==> src/rtl/reset_seq_pkg.sv <==
// -----------------------------------------------------------------------------
// reset_seq_pkg
// Shared types and constants for the staged reset sequencer.
//   seq_state_t : controller state (IDLE, RELEASE, RUN, ASSERT, FAULT), 3-bit
//   MAX_RESETS  : largest supported number of staged reset outputs
//   IDX_W       : width of the stage index, wide enough for 0..MAX_RESETS
// -----------------------------------------------------------------------------
package reset_seq_pkg;

   localparam int MAX_RESETS = 16;
   localparam int IDX_W      = $clog2(MAX_RESETS + 1);

   typedef enum logic [2:0] {
      IDLE    = 3'd0,
      RELEASE = 3'd1,
      RUN     = 3'd2,
      ASSERT  = 3'd3,
      FAULT   = 3'd4
   } seq_state_t;

endpackage

==> src/rtl/reset_seq_sync.sv <==
// -----------------------------------------------------------------------------
// reset_seq_sync
// Two-flop synchronizer for a single level input. Both flops clear to 0 on
// the asynchronous active-low reset.
// Ports:
//   i_clock   : destination clock
//   i_reset_n : asynchronous active-low reset
//   i_d       : asynchronous level input
//   o_q       : synchronized level output (2 clock edges of latency)
// -----------------------------------------------------------------------------
module reset_seq_sync (
   input  logic i_clock,
   input  logic i_reset_n,
   input  logic i_d,
   output logic o_q
);

   logic [1:0] r_sync;

   always_ff @(posedge i_clock or negedge i_reset_n) begin
      if (!i_reset_n) begin
         r_sync <= 2'b00;
      end else begin
         r_sync <= {r_sync[0], i_d};
      end
   end

   assign o_q = r_sync[1];

endmodule

==> src/rtl/reset_sequencer.sv <==
// -----------------------------------------------------------------------------
// reset_sequencer
// Releases NUM_RESETS active-high reset conduits in ascending order with
// DELAY_CYCLES clocks between stages, re-asserts them in reverse order when
// the request drops, and asserts all of them at once on a fault.
//
// Parameters:
//   NUM_RESETS   : number of staged reset outputs (1..16)
//   DELAY_CYCLES : clocks between consecutive stage transitions (>= 1)
// Ports:
//   clock      : system clock
//   reset_n    : asynchronous active-low reset
//   enable     : level request, 1 = release resets, 0 = assert resets
//   fault      : level, 1 = assert all resets on the next edge
//   areset_out : reset conduits, bit k is stage k (1 = held in reset)
//   seq_done   : every stage released and controller in RUN
//   busy       : controller in RELEASE or ASSERT
//   in_fault   : controller in FAULT
//
// Build option RESET_SEQ_SYNC_EN: when defined, enable and fault pass through
// two-flop synchronizers first, adding 2 cycles to every response latency.
// -----------------------------------------------------------------------------
module reset_sequencer
   import reset_seq_pkg::*;
#(
   parameter int NUM_RESETS   = 4,
   parameter int DELAY_CYCLES = 1000
) (
   input  logic                  clock,
   input  logic                  reset_n,
   input  logic                  enable,
   input  logic                  fault,
   output logic [NUM_RESETS-1:0] areset_out,
   output logic                  seq_done,
   output logic                  busy,
   output logic                  in_fault
);

   localparam int CNT_W = $clog2(DELAY_CYCLES + 1);

   localparam logic [IDX_W-1:0] LAST_IDX = IDX_W'(NUM_RESETS);
   localparam logic [CNT_W-1:0] LAST_CNT = CNT_W'(DELAY_CYCLES - 1);

   seq_state_t            r_state;
   logic [IDX_W-1:0]      r_idx;
   logic [CNT_W-1:0]      r_cnt;
   logic [NUM_RESETS-1:0] r_areset;
   logic                  r_seq_done;
   logic                  r_busy;
   logic                  r_in_fault;

   logic                  w_enable;
   logic                  w_fault;
   logic                  w_cnt_done;
   logic [IDX_W-1:0]      w_idx_up;
   logic [IDX_W-1:0]      w_idx_dn;
   logic [NUM_RESETS-1:0] w_mask_up;
   logic [NUM_RESETS-1:0] w_mask_dn;

`ifdef RESET_SEQ_SYNC_EN
   reset_seq_sync u_sync_enable (
      .i_clock   (clock),
      .i_reset_n (reset_n),
      .i_d       (enable),
      .o_q       (w_enable)
   );

   reset_seq_sync u_sync_fault (
      .i_clock   (clock),
      .i_reset_n (reset_n),
      .i_d       (fault),
      .o_q       (w_fault)
   );
`else
   assign w_enable = enable;
   assign w_fault  = fault;
`endif

   // Counter saturates at LAST_CNT; reaching it marks the end of one stage gap.
   assign w_cnt_done = (r_cnt >= LAST_CNT);

   // Index neighbours, saturating at both ends so idx never wraps.
   assign w_idx_up = (r_idx == LAST_IDX) ? LAST_IDX : r_idx + 1'b1;
   assign w_idx_dn = (r_idx == '0)       ? '0       : r_idx - 1'b1;

   // Conduit patterns for the neighbouring indices: stage k held while k >= idx.
   for (genvar gi = 0; gi < NUM_RESETS; gi++) begin : g_mask
      assign w_mask_up[gi] = (IDX_W'(gi) >= w_idx_up);
      assign w_mask_dn[gi] = (IDX_W'(gi) >= w_idx_dn);
   end

   always_ff @(posedge clock or negedge reset_n) begin
      if (!reset_n) begin
         r_state    <= IDLE;
         r_idx      <= '0;
         r_cnt      <= '0;
         r_areset   <= '1;
         r_seq_done <= 1'b0;
         r_busy     <= 1'b0;
         r_in_fault <= 1'b0;
      end else if (w_fault) begin
         r_state    <= FAULT;
         r_idx      <= '0;
         r_cnt      <= '0;
         r_areset   <= '1;
         r_seq_done <= 1'b0;
         r_busy     <= 1'b0;
         r_in_fault <= 1'b1;
      end else begin
         case (r_state)
            IDLE: begin
               if (w_enable) begin
                  r_state <= RELEASE;
                  r_cnt   <= '0;
                  r_busy  <= 1'b1;
               end
            end

            RELEASE: begin
               if (!w_enable) begin
                  // Reversal keeps idx and restarts the gap; no stage moves here.
                  r_state <= ASSERT;
                  r_cnt   <= '0;
               end else if (w_cnt_done) begin
                  r_cnt    <= '0;
                  r_idx    <= w_idx_up;
                  r_areset <= w_mask_up;
                  if (w_idx_up == LAST_IDX) begin
                     r_state    <= RUN;
                     r_busy     <= 1'b0;
                     r_seq_done <= 1'b1;
                  end
               end else begin
                  r_cnt <= r_cnt + 1'b1;
               end
            end

            RUN: begin
               if (!w_enable) begin
                  r_state    <= ASSERT;
                  r_cnt      <= '0;
                  r_busy     <= 1'b1;
                  r_seq_done <= 1'b0;
               end
            end

            ASSERT: begin
               if (w_enable) begin
                  r_state <= RELEASE;
                  r_cnt   <= '0;
               end else if (w_cnt_done) begin
                  r_cnt    <= '0;
                  r_idx    <= w_idx_dn;
                  r_areset <= w_mask_dn;
                  if (w_idx_dn == '0) begin
                     r_state <= IDLE;
                     r_busy  <= 1'b0;
                  end
               end else begin
                  r_cnt <= r_cnt + 1'b1;
               end
            end

            FAULT: begin
               // Leaving FAULT requires the request to be withdrawn as well.
               if (!w_enable) begin
                  r_state    <= IDLE;
                  r_in_fault <= 1'b0;
               end
            end

            default: begin
               r_state    <= IDLE;
               r_idx      <= '0;
               r_cnt      <= '0;
               r_areset   <= '1;
               r_seq_done <= 1'b0;
               r_busy     <= 1'b0;
               r_in_fault <= 1'b0;
            end
         endcase
      end
   end

   assign areset_out = r_areset;
   assign seq_done   = r_seq_done;
   assign busy       = r_busy;
   assign in_fault   = r_in_fault;

endmodule

==> config.mk <==
export PLATFORM = sky130hd
export DESIGN_NAME = reset_sequencer
export DESIGN_NICKNAME = d
export VERILOG_FILES = /design/src/rtl/reset_seq_pkg.sv /design/src/rtl/reset_seq_sync.sv /design/src/rtl/reset_sequencer.sv
export SDC_FILE = /design/constraint.sdc
export NUM_CORES = 1
export LEC_CHECK = 0
export CAP_MARGIN = 20
export CORE_MARGIN = 1.5
export CORE_UTILIZATION = 65
export CTS_BUF_LIST = sky130_fd_sc_hd__clkbuf_8
export CTS_CLUSTER_SIZE = 16
export DETAILED_ROUTE_END_ITERATION = 10
export HOLD_SLACK_MARGIN = 0.05
export PLACE_DENSITY = 0.92
export REMOVE_ABC_BUFFERS = 1
export SLEW_MARGIN = 5
export SYNTH_ARGS = -nofsm -noshare
export SYNTH_HDL_FRONTEND = slang
export SYNTH_SLANG_ARGS = --single-unit
==> constraint.sdc <==
create_clock -name clock -period 5.6 [get_ports clock]
set_clock_uncertainty 0.1 [all_clocks]
set_input_delay 0.84 -clock clock [delete_from_list [all_inputs] [get_ports clock]]
set_output_delay 0.84 -clock clock [all_outputs]
set_load 0.01 [all_outputs]
Yosys cells after proc, flatten, opt, wreduce, memory -nomap -nowiden

Cells that the tools add are included.

Register bits: 25
Bits of input ports: 4
Output and inout port bits: 7
Word-level logic and storage cells: 104

Add/subtract/negate cells: 3
Order comparisons: 9
Eq/ne operators: 23
Mux-type cells: 50
Reduce and logical (&&, ||, !) cells: 12

Operator list:

| kind                                                                                | count |
|---|---|
| 10-bit two-way mux                                                                  | 6 |
| 10-bit case mux with 5 select lines                                                 | 1 |
| 5-bit two-way mux                                                                   | 7 |
| 3-bit two-way mux                                                                   | 10 |
| 3-bit != test (second input constant)                                               | 9 |
| 1-bit by 5-bit greater-or-equal comparator with 1-bit output (first input constant) | 4 |
| 2-bit by 5-bit greater-or-equal comparator with 1-bit output (first input constant) | 4 |
| 4-bit two-way mux                                                                   | 5 |
| 4-bit != test (second input constant)                                               | 4 |
| 1-bit two-way mux                                                                   | 15 |
| 3-bit case mux with 5 select lines                                                  | 1 |
| 5-bit case mux with 3 select lines                                                  | 1 |
| 4-bit case mux with 3 select lines                                                  | 1 |
| 10-bit by 1-bit adder with 10-bit output (second input constant)                    | 1 |
| 5-bit by 3-bit equality test with 1-bit output (second input constant)              | 2 |
| 10-bit greater-or-equal comparator (second input constant)                          | 1 |
| 5-bit logical NOT                                                                   | 2 |
| 5-bit AND reduction                                                                 | 2 |
| 9-bit AND reduction                                                                 | 1 |
| 7-bit AND reduction                                                                 | 1 |
| 3-bit by 2-bit equality test with 1-bit output (second input constant)              | 2 |
| 2-bit by 1-bit != test with 1-bit output (second input constant)                    | 3 |
| 3-bit OR reduction                                                                  | 2 |
| 5-bit by 1-bit adder with 5-bit output (second input constant)                      | 1 |
| other kinds (11)                                                                    | 11 |

Logic depth before layout (Yosys ltp)

Depth in word-level cells: 8
Mapped depth: 9
Mapped depth without buffers: 8

Worst setup path after synthesis

No wires, ideal clock.

Path type: register to register
Start point: register r_idx[0]
End point: register r_areset[2] (netlist: areset_out[2])
Setup time: 0.092 ns
Arrival time: 2.057 ns
Required time: 5.408 ns
Path slack: 3.351 ns
Stages on the path, launching flop included: 10
Path buffers: 1
Period minus slack after synthesis: 2.249 ns
Path through: dfrtp_1 buf_6 inv_1 ha_1 and2b_4 or3_4 and4b_4 and2_4 a2111oi_4 a31oi_1

Cells in the longest elaborated chain, start to end: 7
Elaborated cells between the ends (all ways): 14
Classes of those cells: 2 x add/sub; 2 x order compare; 1 x eq/ne; 8 x mux; 1 x reduce/logical

RTL lines:

| item                                                                                   | line                                           | source |
|---|---|---|
| start, declared                                                                        | reset_sequencer.sv:45                          | `logic [IDX_W-1:0] r_idx;` |
| start signal, assigned                                                                 | reset_sequencer.sv:126                         | `r_idx <= w_idx_up;` |
| start signal, assigned                                                                 | reset_sequencer.sv:153                         | `r_idx <= w_idx_dn;` |
| 5-bit by 1-bit subtractor with 5-bit output (tied with other cells)                    | reset_sequencer.sv:84                          | `assign w_idx_dn = (r_idx == '0) ? '0 : r_idx - 1'b1;` |
| 5-bit two-way mux, on equally long branches                                            | reset_sequencer.sv:84, reset_sequencer.sv:83   |  |
| 2-bit by 5-bit greater-or-equal comparator with 1-bit output, on equally long branches | reset_sequencer.sv:89, reset_sequencer.sv:88   |  |
| 4-bit two-way mux, on equally long branches                                            | reset_sequencer.sv:151, reset_sequencer.sv:124 |  |
| 4-bit two-way mux, on equally long branches                                            | reset_sequencer.sv:148, reset_sequencer.sv:120 |  |
| 4-bit case mux with 3 select lines *                                                   | reset_sequencer.sv:110                         | `case (r_state)` |
| 4-bit two-way mux *                                                                    | reset_sequencer.sv:101                         | `end else if (w_fault) begin` |
| end signal, assigned                                                                   | reset_sequencer.sv:127                         | `r_areset <= w_mask_up;` |
| end signal, assigned                                                                   | reset_sequencer.sv:154                         | `r_areset <= w_mask_dn;` |
| end, declared                                                                          | reset_sequencer.sv:47                          | `logic [NUM_RESETS-1:0] r_areset;` |

Mark *: on every way between the ends. The rest lies on a longest branch, timed or not. The select of a mux whose other input is x is not followed.
A chain may end at the register's enable or synchronous reset.

Worst setup path in the final report

Start point: register r_idx[0]
End point: register r_busy (netlist: busy)

Cells in the longest elaborated chain, start to end: 5
Elaborated cells between the ends (all ways): 11
Classes of those cells: 2 x add/sub; 4 x eq/ne; 2 x mux; 3 x reduce/logical

RTL lines:

| item                                                                                       | line                                           | source |
|---|---|---|
| 5-bit by 1-bit adder with 5-bit output (tied with other cells)                             | reset_sequencer.sv:83                          | `assign w_idx_up = (r_idx == LAST_IDX) ? LAST_IDX : r_idx + 1'b1;` |
| 5-bit two-way mux, on equally long branches                                                | reset_sequencer.sv:83, reset_sequencer.sv:84   |  |
| 5-bit by 3-bit equality test with 1-bit output / 5-bit logical NOT (equally long branches) | reset_sequencer.sv:128, reset_sequencer.sv:155 |  |
| 3-bit != test (no line)                                                                    | -                                              |  |
| 9-bit AND reduction (no line) *                                                            | -                                              |  |
| end signal, assigned                                                                       | reset_sequencer.sv:99                          | `r_busy <= 1'b0;` |
| end signal, assigned                                                                       | reset_sequencer.sv:130                         | `r_busy <= 1'b0;` |
| end signal, assigned                                                                       | reset_sequencer.sv:142                         | `r_busy <= 1'b1;` |
| end, declared                                                                              | reset_sequencer.sv:49                          | `logic r_busy;` |

Mark *: on every way between the ends. The rest lies on a longest branch, timed or not.

==> impl_metrics.tcl <==
set metrics [dict create \
    whs_endpoint "in_fault$_DFFE_PN0P_" \
    placeableCoreArea_um2 2520 \
    synthToLayoutAreaGrowth_pct 8.40 \
    critical-path-top-delay-family "simple AND/OR/NAND/NOR gates" \
    drt-vias-per-instance 6.56 \
    post-layout-total-power_mw 0.349 \
    holdCritPathClass "register to register" \
    met1_track_usage_gr 0.380 \
    setup_total_negative_slack_ps 0 \
    hpwlAfterDp_mm 2.91 \
    maxCapViolations 0 \
    yosys_warnings 0 \
    finalMaxSlewViolations 0 \
    use_met2 0.476 \
    tritoncts_clock_tree "yes" \
    synth_top_family_by_area "simple AND/OR/NAND/NOR gates" \
    worst-path-buf-inv 1 \
    placement_rows 18 \
    cp.required_ps 5720 \
    via_count_of_the_first_global_routing_pass 1421 \
    tritoncts_buffer_count 3 \
    cp_max_delay_cell "sky130_fd_sc_hd__dfrtp_1" \
    synthesis.area_per_instance_um2 8.58 \
    cts-htree-levels 1 \
    fin_crit_sh 0.455 \
    cp.arrival_ps 2660 \
    synth-seq-cells 25 \
    antenna_found_initial 0 \
    route.detailed.drc 0 \
    die_w_um 55.0 \
    worstMarginPinSlew_ps 690 \
    crit_cells 8 \
    cts_root_buf "sky130_fd_sc_hd__clkbuf_8" \
    synth_simple_gate_area_frac 0.283 \
    reg2reg_capture_point "busy$_DFFE_PN0P_" \
    leakage_nw 0.771 \
    worstHoldPathCells 1 \
    netlist_top_cells_area "sky130_fd_sc_hd__dfrtp_1, sky130_fd_sc_hd__dfstp_2, sky130_fd_sc_hd__nand2_1" \
    cp_peak_stage_delay_ps 540 \
    portBuffers 10 \
    synth-compound-area-share 0.241 \
    drt_pre_antenna_iters 4 \
    boundaryPins 11 \
    slack_of_the_critical_path_ps 3050 \
    ant_nets 0 \
    buffers_from_clock_root_to_sink_at_most 2 \
    routedWlPerCell_um 16.9 \
    yosys_most_used_dff "sky130_fd_sc_hd__dfrtp_1" \
    synth_seq_area_share 0.359 \
    crit_path_cell_trace "inv_1 -> ha_1 -> and2b_4 -> or3_1 -> nand3b_2 -> nor3_2 -> a2111oi_0 -> a311o_1" \
    yosys.area.top_type_share 0.299 \
    grtUsageMet3 0.0618 \
    post_synth_inst_count 205 \
    synth_fa_ha_area_frac 0.0285 \
    clk_transition_reported_paths_ps 90 \
    global_route_wire_length_before_repair_mm 6.32 \
    synth_cell_type_count 58 \
    category_of_the_worst_setup_path_capture_point "register" \
    synth_mux_area_frac 0.0114 \
    worst_setup_path_start_kind "register" \
    design.die.area_um2 3030 \
    drt_wl_total_mm 4.07 \
    status "completed" \
    regToRegStartpoint "r_idx[0]$_DFFE_PN0P_" \
    detailedPlace.worstSlack_ps 2820 \
    clock_insertion_delay_worst_skew_ps 280 \
    library_cell_occupying_the_most_area_in_the_post_synthesis_netlist "sky130_fd_sc_hd__dfrtp_1" \
    synthXorXnorAreaFrac 0.0299 \
    pwr_density_cell_nw_per_um2 183 \
    relative_slew_slack 0.540 \
    max_freq_mhz 393 \
    proportion_of_register_bits_with_asynchronous_set_or_reset_after_synthesis 1.00 \
    place.gp.congestion 0.915 \
    gr-max-usage-layer "met2" \
    grt_setup_unrepaired "no" \
    fin_nets 220 \
    maximum_number_of_pins_on_one_net_before_global_route_repair 26 \
    diodes_inserted 0 \
    worst-r2r-setup-slack_ps 3050 \
    drive_above_1_share 0.109 \
    finalHoldViolCount 0 \
    final_util 0.755 \
    finalSetupViolCount 0 \
    vdd_ir_drop_max_v 0.000175 \
    initial_utilization 0.697 \
    number_of_gates_given_a_new_drive_strength_after_cts 0 \
    global_route.usage.total 0.291 \
    min_from "in_fault$_DFFE_PN0P_" \
    cts_hold_buf 0 \
    mappedNetlistArea_um2 1760 \
    floorplan.die.height_um 55.0 \
    reg2regPathDepth 8 \
    fin_crit_ps 2550 \
    tritoncts_num_sinks 25 \
    criticalPathCategory "register to register" \
    post-cts-setup-buffer-count 0 \
    via_count 1580 \
    critPathMaxFanout 11 \
    synth_enable_flop_cells 0 \
    detailedRoute.firstIterationViolations 69 \
    grt_overflow_total 0 \
]
-- area by class of cell --
cell class              count  area [um2]
inverters                   8        30.0
clock inverters             1        7.51
fillers                   171         617
multi-input cells         163        1040
repair buffers             11         115
well taps                  30        37.5
clock buffers               3        41.3
flip-flops and latches     25         631
-- placed cells by master, fill, tap and decap left out, types with 4 or more instances in the layout --
| cell | Yosys | final |
|---|---|---|
| sky130_fd_sc_hd__ha_1 | 4 | 4 |
| sky130_fd_sc_hd__dfstp_2 | 4 | 4 |
| sky130_fd_sc_hd__clkdlybuf4s50_1 | 0 | 10 |
| sky130_fd_sc_hd__and3_1 | 4 | 4 |
| sky130_fd_sc_hd__o21ai_0 | 9 | 9 |
| sky130_fd_sc_hd__nand2_1 | 22 | 22 |
| sky130_fd_sc_hd__a21oi_1 | 13 | 13 |
| sky130_fd_sc_hd__o21ai_1 | 11 | 11 |
| sky130_fd_sc_hd__dfrtp_1 | 21 | 21 |
| sky130_fd_sc_hd__nand3_1 | 10 | 10 |
| sky130_fd_sc_hd__nor3_1 | 4 | 4 |
| sky130_fd_sc_hd__nor2_1 | 21 | 21 |
| sky130_fd_sc_hd__inv_1 | 8 | 8 |
| sky130_fd_sc_hd__xnor2_1 | 4 | 4 |
-- how the worst max path moves through the flow --
stage / slack [ps] / end / startpoint
2_1_floorplan: 3310 / areset_out[2]$_DFFE_PN1P_ / r_idx[0]$_DFFE_PN0P_
3_3_place_gp: 2920 / r_idx[1]$_DFFE_PN0P_ / enable
3_5_place_dp: 2820 / r_idx[0]$_DFFE_PN0P_ / enable
4_1_cts: 3080 / areset_out[2]$_DFFE_PN1P_ / r_idx[0]$_DFFE_PN0P_
5_1_grt: 2870 / busy$_DFFE_PN0P_ / r_idx[0]$_DFFE_PN0P_
6_report: 3050 / busy$_DFFE_PN0P_ / r_idx[0]$_DFFE_PN0P_
-- layer usage --
layer	share of wire	up-vias
li1	-	751
met1	0.44	754
met2	0.48	69
met3	0.068	6
met4	0.010	0
met5	0	-
-- kinds of logic after synthesis --
| kind of cell | count (synthesis) |
|---|---|
| simple gates | 89 |
| compound gates | 62 |
| flops | 25 |
| buf+inv | 17 |
| xor+xnor | 6 |
| fa+ha+maj | 4 |
| mux | 2 |
-- metrics by stage --
step                      cells  hold WS, ps  cell area, um2
final                       241          388            1910
after floorplan             196          371            1700
after global placement      236          361            1840
after CTS                   240          394            1890
after detailed placement    236          374            1840
after global routing        241          418            1910
-- cells in the mapped netlist (all sizes together), types with 4 or more instances --
| cell type | number |
|---|---|
| and3 | 4 |
| clkbuf | 6 |
| nand2 | 23 |
| xnor2 | 4 |
| nor2 | 22 |
| inv | 8 |
| ha | 4 |
| a21oi | 13 |
| nor3 | 6 |
| dfrtp | 21 |
| dfstp | 4 |
| o21ai | 20 |
| nand3 | 11 |
-- where the power goes --
group	total, mW	switching [mW]	internal, mW
clock	0.112	0.0611	0.0506
sequential	0.191	0.00727	0.184
combinational	0.0462	0.0275	0.0187
total	0.349	0.0958	0.253
-- state kept, by name (all words and copies together) (netlist names) --
register	count
in_fault	1
r_idx	5
r_state	3
seq_done	1
areset_out	4
r_cnt	10
busy	1
Note: power is estimated with default switching activity, not from simulation.
